`src/rtl/response_misr.sv`:
```
// response_misr: multiple-input signature register with an IDLE/RUN/DONE
// controller. Compacts CYCLES valid response vectors into a WIDTH-bit
// signature, then holds it until the next start.
module response_misr #(
    parameter int               WIDTH  = 7,
    parameter logic [WIDTH-1:0] POLY   = 7'h60,
    parameter logic [WIDTH-1:0] SEED   = 7'h00,
    parameter int               CYCLES = 16,
    parameter int               CNT_W  = $clog2(CYCLES+1)
) (
    input  logic             clk,
    input  logic             rst,
    input  logic             start,
    input  logic             resp_valid,
    input  logic [WIDTH-1:0] resp,
    output logic             busy,
    output logic             done,
    output logic [WIDTH-1:0] sig,
    output logic [CNT_W-1:0] count
);

    typedef enum logic [1:0] {
        IDLE = 2'd0,
        RUN  = 2'd1,
        DONE = 2'd2
    } state_t;

    localparam logic [CNT_W-1:0] LAST_IDX = CNT_W'(CYCLES - 1);

    state_t           state_q, state_d;
    logic [WIDTH-1:0] sig_q, sig_d;
    logic [CNT_W-1:0] cnt_q, cnt_d;
    logic             busy_q, done_q;
    logic             fb;
    logic [WIDTH-1:0] sig_step;

    // Fibonacci feedback: parity of the tapped bits enters at bit 0,
    // then the whole response vector is folded in.
    always_comb begin
        fb       = ^(sig_q & POLY);
        sig_step = {sig_q[WIDTH-2:0], fb} ^ resp;
    end

    // Next-state, signature and counter decode; start only acts outside RUN,
    // and vectors are only compacted while in RUN.
    always_comb begin
        state_d = state_q;
        sig_d   = sig_q;
        cnt_d   = cnt_q;
        case (state_q)
            IDLE, DONE: begin
                if (start) begin
                    state_d = RUN;
                    sig_d   = SEED;
                    cnt_d   = '0;
                end
            end
            RUN: begin
                if (resp_valid) begin
                    sig_d = sig_step;
                    cnt_d = cnt_q + CNT_W'(1);
                    if (cnt_q == LAST_IDX)
                        state_d = DONE;
                end
            end
            default: begin
                state_d = IDLE;
                sig_d   = SEED;
                cnt_d   = '0;
            end
        endcase
    end

    // State, signature and counter registers; status flags are registered
    // from the next state so they line up with the state register.
    always_ff @(posedge clk) begin
        if (rst) begin
            state_q <= IDLE;
            sig_q   <= SEED;
            cnt_q   <= '0;
            busy_q  <= 1'b0;
            done_q  <= 1'b0;
        end else begin
            state_q <= state_d;
            sig_q   <= sig_d;
            cnt_q   <= cnt_d;
            busy_q  <= (state_d == RUN);
            done_q  <= (state_d == DONE);
        end
    end

    assign busy  = busy_q;
    assign done  = done_q;
    assign sig   = sig_q;
    assign count = cnt_q;

endmodule

```
`config.mk`:
```
export PLATFORM = sky130hd
export DESIGN_NAME = response_misr
export DESIGN_NICKNAME = d
export VERILOG_FILES = /design/src/rtl/response_misr.sv
export SDC_FILE = /design/constraint.sdc
export NUM_CORES = 1
export LEC_CHECK = 0
export ABC_AREA = 1
export ABC_CLOCK_PERIOD_IN_PS = 2300
export CORE_MARGIN = 2
export CORE_UTILIZATION = 45
export DETAILED_ROUTE_END_ITERATION = 8
export GPL_TIMING_DRIVEN = 0
export PLACE_DENSITY = 0.77
export SETUP_SLACK_MARGIN = 0.4
export SLEW_MARGIN = 20
export SYNTH_ARGS = -nofsm -noshare
export SYNTH_HDL_FRONTEND = slang
export SYNTH_SLANG_ARGS = --single-unit
```
`constraint.sdc`:
```
create_clock -name clk -period 2.3 [get_ports clk]
set_input_delay 0.46 -clock clk [delete_from_list [all_inputs] [get_ports clk]]
set_output_delay 0.46 -clock clk [all_outputs]
set_load 0.01 [all_outputs]
```
==> flow_summary.ini, run 1 <==
[hold_path]
whs_path_depth = 2
hold_path.class = reg2reg
hold_end = count[4]
holdCritStartpoint = count[4]

[cts]
cts_resized = 0
tritoncts = yes
postCtsHoldBufs = 0
worstSkewPairLatency_ps = 280
clockBufferDepth = 2
cts_made_buffers = 3
htreeDepth = 1
cts.sinks = 16
cts.clk_slew.worst_paths_ps = 100
post_cts.repair.setup_buffers = 0
cts_root_buf = clkbuf_4

[timing]
tns_ps = 0
skew_ps = 3.74
fin_ws_ps = 564
fin_crit_sh_pct = 75.5
timing.final.max_slew_violations = 0
rsz0062_at_grt = false
finalCriticalPeriod_ps = 1740
worst_pin_slew_ps = 411
max_freq_ghz = 0.576
setup_viol = 0
maxSlewHeadroom_pct = 72.6
hold_viol = 0

[power_and_ir_drop]
p_per_area_mw_per_mm2 = 560
switching_power_uw = 153
p_leak_nw = 0.434
seq_power_share_pct = 50.1
internal-power_uw = 447
irDropWorstVdd_mv = 0.400
p_clk_share_pct = 31.0
p_comb_share_pct = 18.9
switching_share_pct = 25.5

[floorplan]
coreArea_mm2 = 0.00156
die_h_um = 45.5
die_area_mm2 = 0.00207
rows = 14
ios = 25
initial_core_util_pct = 49.7
die_w_um = 45.5

[layout]
fillers = 145
seq_area_um2 = 320
drive_gt1_share_pct = 6.92
final_cell_mix = 24 x clkdlybuf4s50_1, 19 x nand2_1, 16 x dfxtp_1, 14 x nor2_1, 12 x inv_1
diodes = 0
syn2layout_area_growth_pct = 38.3
layout_commonest_cell = clkdlybuf4s50_1
multiInputGateArea_um2 = 385
nets = 144

[critical_path]
cp.arrival_ps = 1280
start_kind = flip-flop
max_stage_delay_ps = 570
crit_slowest_cell = clkdlybuf4s50_1
crit_buf_inv = 1
endpoint_kind = primary output
reg2reg_to = done
rr_worst_depth = 7
r2r_slack_ps = 870
critPathMaxFanout = 5
path_cells = clkdlybuf4s50_1
required_ps = 1840
reg2reg_from = count[0]
cp-startpoint = count[0]
cp_top_family = buffers and inverters
crit_type = reg2out

[global_route]
grt_max_degree = 11
antenna_found_initial = 0
grt_overflow = 0
grt_pass1_wl_um = 2590
grt_usage_pct = 17.0
grt_pass1_vias = 633

[route]
dr.first_iter.drc_count = 10
dr_total_vias = 711
wl_per_cell_um = 10.4
drc = 0
drt-total-wl_um = 1520
ant_nets = 0
via_per_inst = 4.87
drt_pass1_iterations = 4

[synthesis]
synth_top_area_cell = dfxtp_1
yosysTopAreaCellShare_pct = 41.4
syn_inst = 102
synth_cell_type_count = 22
netlist_area_um2 = 774
ys_warn_count = 0
synth-edff-count = 0
synth_fp_nets = 115
synth_area_leaders = dfxtp_1 41%, nand2_1 9.2%, nor2_1 6.8%
yosys_most_used_dff = dfxtp_1
avgSynthCellArea_um2 = 7.59
async_flop_share_pct = 0
ys_ff_latch = 16
yosysSeqAreaShare_pct = 41.4

[placement]
place_congestion = 0.791
place_ws_ps = 520
io_buffers = 24
hpwl_um = 1190

[status]
outcome = completed

[job]
drv_cap = 0
==> flip-flops by register name, indices dropped and copies added (netlist names) <==
name	count
done	1
sig	7
busy	1
state_q	2
count	5
==> power groups by stage <==
stage	Clock [mW]	Sequential (mW)	Combinational (mW)
floorplan	0	0.311	0.0587
global placement	0	0.307	0.113
detailed placement	0	0.307	0.114
CTS	0.192	0.301	0.115
global route	0.202	0.302	0.127
finish	0.186	0.301	0.113
==> how the worst max path moves through the flow <==
stage,endpoint,slack [ps],depth (start not counted)
after floorplan,done,1000,7
after global placement,sig[6],550,7
after detailed placement,sig[6],520,7
after CTS,count[0],570,1
after global routing,sig[5],520,1
final,count[0],560,1
==> cells in the mapped netlist, drive strengths merged (2+ instances only) <==
cell / instances
and2: 4
o21bai: 2
xnor2: 4
ha: 2
nand3: 5
o21ai: 4
nor2: 14
inv: 13
nand2: 21
dfxtp: 16
xor2: 2
a21oi: 10
==> per-stage QoR <==
| step | hold WS (ps) | instance area [um2] | instances | util, % | total power [mW] |
|---|---|---|---|---|---|
| after CTS | 485 | 1070 | 146 | 68.7 | 0.607 |
| final | 478 | 1070 | 146 | 68.7 | 0.600 |
| after global placement | 463 | 1030 | 142 | 66.4 | 0.419 |
| after detailed placement | 470 | 1030 | 142 | 66.4 | 0.421 |
| after floorplan | 495 | 774 | 102 | - | 0.369 |
| after global routing | 520 | 1070 | 146 | 68.7 | 0.631 |
==> final cells by class <==
cell class | count | area share [%]
clock buffer | 4 | 3.39
sequential | 16 | 29.9
multi-input combinational | 71 | 36.0
tap | 16 | 1.87
buffer | 2 | 1.40
inverter | 13 | 5.02
timing repair buffer | 24 | 22.4
==> routing by layer <==
layer | track usage [%] | part of all wire (%) | up-vias
met4 | 5.29 | 0 | 0
li1 | - | - | 376
met3 | 2.78 | 5.5 | 0
met2 | 27.0 | 47 | 22
met1 | 23.5 | 47 | 313
met5 | 0 | 0 | -
==> worst reg2reg max path, stage by stage (launching register included) <==
cell	delay, ps
dfxtp_1	370
ha_1	230
nand2_1	70
nor2_1	40
ha_1	180
a21oi_1	210
o22ai_1	100
and2_1	140
==> kinds of logic after synthesis <==
family	count (synthesis)	share of synthesized area (%)
buffers and inverters	15	8.88
flip-flops	16	41.4
adder cells (fa/ha/maj)	2	3.23
AO/OA/AOI/OAI	17	12.3
AND/OR/NAND/NOR	46	27.5
XOR/XNOR	6	6.79
Power figures use the tool's default switching activity.
==> run 2, diff against run 1 <==
ABC_CLOCK_PERIOD_IN_PS = 1400   (was 2300)
CORE_UTILIZATION = 40   (was 45)
PLACE_DENSITY = 0.73   (was 0.77)
clock period = 1.4 ns   (was 2.3 ns; I/O delays follow)
==> flow_summary.ini, run 2 (same netlist as run 1, synthesis figures left out) <==
[power_and_ir_drop]
p_total_mw = 1.04
p_leak_nw = 0.633
p_per_area_mw_per_mm2 = 728
irDropWorstVdd_mv = 0.655

[route]
drt-total-wl_um = 2150
ant_nets = 0
via_per_inst = 4.76
wl_per_cell_um = 12.3
drc = 0
dr_total_vias = 828
drt_pass1_iterations = 4
dr.first_iter.drc_count = 7

[layout]
final_cell_mix = 16 x buf_6, 14 x nand2_1, 14 x buf_4, 11 x nor2_1, 10 x dfxtp_2
largest_register_ffs = 7
nets = 163
layout_commonest_cell = buf_6
diodes = 0
seq_area_um2 = 348
fillers = 112
syn2layout_area_growth_pct = 85.1
fin_cells = 174
finalInstanceArea_mm2 = 0.00143
multiInputGateArea_um2 = 563
drive_gt1_share_pct = 54.4

[timing]
setup_viol = 0
fin_crit_sh_pct = 89.9
finalCriticalPeriod_ps = 1260
rsz0062_at_grt = true
timing.final.max_slew_violations = 0
worst_pin_slew_ps = 254
tns_ps = 0
hold_viol = 0
maxSlewHeadroom_pct = 83.1
fin_ws_ps = 141
skew_ps = 9.96
max_freq_ghz = 0.794

[critical_path]
start_kind = flip-flop
crit_buf_inv = 0
path_cells = ha_4 > nand2_4 > nor2_4 > ha_4 > a21oi_4 > o22ai_2 > and2_1
cp_top_family = flip-flops
endpoint_kind = flip-flop
max_stage_delay_ps = 370
crit_slowest_cell = dfxtp_4
cp.arrival_ps = 1460
cpMostUsedCell = ha_4
crit_type = reg2reg
critPathMaxFanout = 2
required_ps = 1600

[placement]
place_congestion = 0.788
hpwl_um = 1190
place_ws_ps = -143
io_buffers = 24
postPlaceCellArea_mm2 = 0.00108
dp.cells = 151

[floorplan]
coreArea_mm2 = 0.00178
die_area_mm2 = 0.00230
die_h_um = 48
die_w_um = 48
initial_core_util_pct = 43.4
ios = 25
rows = 15

[cts]
cts.sinks = 16
cts_made_buffers = 3
tritoncts = yes
worstSkewPairLatency_ps = 290
postCtsHoldBufs = 0
htreeDepth = 1
cts_root_buf = clkbuf_4
clockBufferDepth = 2
cts.clk_slew.worst_paths_ps = 100

[global_route]
grt_usage_pct = 20.2
antenna_found_initial = 0
grt_overflow = 0
grt_pass1_wl_um = 3130
grt_pass1_vias = 739
grt_max_degree = 11

[hold_path]
hold_path.class = reg2reg

[job]
drv_cap = 0

[status]
outcome = completed
## run 2: cell count changes in the layout (fill, tap and decap cells not counted), sizes merged
cell,previous run,this run
buf,1,33
clkdlybuf4s50,24,8
clkinv,0,1
dlygate4sd2,0,1
dlymetal6s2s,0,1
inv,13,12
nand2,21,22
## run 2: metal layers
metal | vias up | global-route usage [%] | share of wire [%]
met2 | 23 | 35.5 | 54
met1 | 387 | 22.7 | 41
met5 | - | 0 | 0
li1 | 416 | - | -
met4 | 0 | 6.49 | 0.79
met3 | 2 | 7.17 | 4.8
## run 2: cell type report
| type | instances | share of cell area [%] |
|---|---|---|
| sequential | 16 | 24.3 |
| inverter | 13 | 4.10 |
| buffer | 2 | 1.13 |
| multi-input combinational | 72 | 39.3 |
| clock buffer | 4 | 1.83 |
| tap | 25 | 2.18 |
| timing repair buffer | 42 | 27.2 |
## run 2: report_power, final
part / leakage (nW) / total (mW) / switching, mW / internal [mW]
combinational: 0.481 / 0.291 / 0.138 / 0.153
clock: 0.0150 / 0.262 / 0.152 / 0.111
sequential: 0.138 / 0.490 / 0.0167 / 0.474
## run 2: stage by stage
stage               hold WS (ps)  util (%)
global placement             455      60.8
floorplan                    425         -
global route                 514      80.4
detailed placement           462      60.8
finish                       506      80.4
CTS                          494      72.9
## run 2: worst paths after layout
path,startpoint,to,slack [ps],cells past startpoint
worst max-delay path,count[1],state_q[1],140,7
worst min-delay path,sig[0],sig[0],510,2
worst max register to register,count[1],state_q[1],140,7
worst min register to register,sig[0],sig[0],510,2
## run 2: timing repair
action	4_1_cts	5_1_grt
pin swaps	13	13
gates resized for setup	87	34
setup endpoints to repair	30	30
setup buffers	13	5
gates cloned	1	0
## run 2: worst reg2reg max path, cell delays in order (launching register included)
cell,delay [ps]
dfxtp_4,370
ha_4,170
nand2_4,70
nor2_4,40
ha_4,150
a21oi_4,140
o22ai_2,80
and2_1,140
==> run 3, diff against run 2 <==
SETUP_SLACK_MARGIN = 0.15   (was 0.4)
==> flow_summary.ini, run 3 (same netlist as run 1, synthesis figures left out) <==
[status]
outcome = completed

[layout]
diodes = 0
drive_gt1_share_pct = 27.1
nets = 147
largest_register_ffs = 7
fin_cells = 158
layout_commonest_cell = nand2_1
final_cell_mix = 18 x nand2_1, 12 x nor2_1, 10 x inv_1, 9 x clkdlybuf4s50_1, 9 x dlygate4sd2_1
syn2layout_area_growth_pct = 51.7

[cts]
cts.clk_slew.worst_paths_ps = 100
cts_root_buf = clkbuf_4
tritoncts = yes
worstSkewPairLatency_ps = 290
cts.sinks = 16
clockBufferDepth = 2
cts_made_buffers = 3
htreeDepth = 1
postCtsHoldBufs = 0

[timing]
worst_pin_slew_ps = 187
setup_viol = 0
maxSlewHeadroom_pct = 87.5
finalCriticalPeriod_ps = 1290
hold_viol = 0
max_freq_ghz = 0.775
hold_slack_ps = 444
tns_ps = 0
skew_ps = 4.03
timing.final.max_slew_violations = 0
fin_crit_sh_pct = 92.1
rsz0062_at_grt = true

[route]
dr_total_vias = 736
drc = 0
dr.first_iter.drc_count = 14
wl_per_cell_um = 12.2
drt-total-wl_um = 1920
drt_pass1_iterations = 4
via_per_inst = 4.66
ant_nets = 0

[global_route]
grt_max_degree = 11
grt_pass1_wl_um = 2910
grt_overflow = 0
grt_usage_pct = 18.9
antenna_found_initial = 0
grt_pass1_vias = 683

[floorplan]
ios = 25
initial_core_util_pct = 43.4
die_w_um = 48
rows = 15
die_h_um = 48
coreArea_mm2 = 0.00178
die_area_mm2 = 0.00230

[hold_path]
hold_path.class = in2reg

[placement]
hpwl_um = 1300
io_buffers = 24
dp.cells = 151
place_congestion = 0.763

[critical_path]
cp_top_family = flip-flops
endpoint_kind = flip-flop
max_stage_delay_ps = 370
crit_slowest_cell = dfxtp_4
start_kind = flip-flop
cpMostUsedCell = ha_4
critPathMaxFanout = 3
path_cells = ha_4 > nand2_2 > nor2_2 > ha_4 > a21oi_4 > o22ai_2 > and2_1
cp.arrival_ps = 1480
crit_buf_inv = 0
crit_type = reg2reg
required_ps = 1590

[power_and_ir_drop]
p_total_mw = 1.00
p_leak_nw = 0.517
irDropWorstVdd_mv = 0.460
p_per_area_mw_per_mm2 = 854

[job]
drv_cap = 0
run 3: path summary, 6_finish.rpt:
path / startpoint / end / slack [ps] / cells past startpoint
hold reg to reg: count[4] / count[4] / 480 / 2
setup reg to reg: count[1] / done / 110 / 7
hold / removal: resp_valid / state_q[0] / 440 / 4
setup / recovery: count[1] / done / 110 / 7
run 3: where the power goes:
group | switching, mW | internal (mW)
logic | 0.101 | 0.0981
registers | 0.0197 | 0.475
clock network | 0.151 | 0.158
total | 0.271 | 0.732
run 3: layout make-up:
class | instances | area, um2
fill | 145 | 608
clock buffer | 4 | 36.3
timing repair buffer | 27 | 239
buffer | 2 | 16.3
multi-input combinational | 71 | 462
inverter | 13 | 53.8
tap | 25 | 31.3
sequential | 16 | 337
run 3: metrics by stage:
step	util (%)	setup WS, ps	area (um2)
after floorplan	-	139	776
after global placement	58.7	-180	1050
after detailed placement	58.7	-178	1050
after CTS	62.3	64.6	1110
after global routing	65.9	76.8	1170
final	65.9	110	1170
run 3: routing by layer:
layer | track usage (%) | up-vias | share of wire, %
met5 | 0 | - | 0
met4 | 10.8 | 0 | 3.0
met3 | 3.77 | 6 | 2.6
met2 | 33.9 | 15 | 52
met1 | 20.4 | 332 | 42
li1 | - | 383 | -
run 3: what timing repair did:
action	in CTS	in global routing
pin swaps	4	7
setup buffers	3	0
resized for setup	23	30
endpoints found under the setup margin	22	24
run 3: worst min-delay path, stage by stage:
cell and delay, ps:
dlymetal6s2s_1 160, a21oi_4 80, o21ai_2 140, nor2_1 40
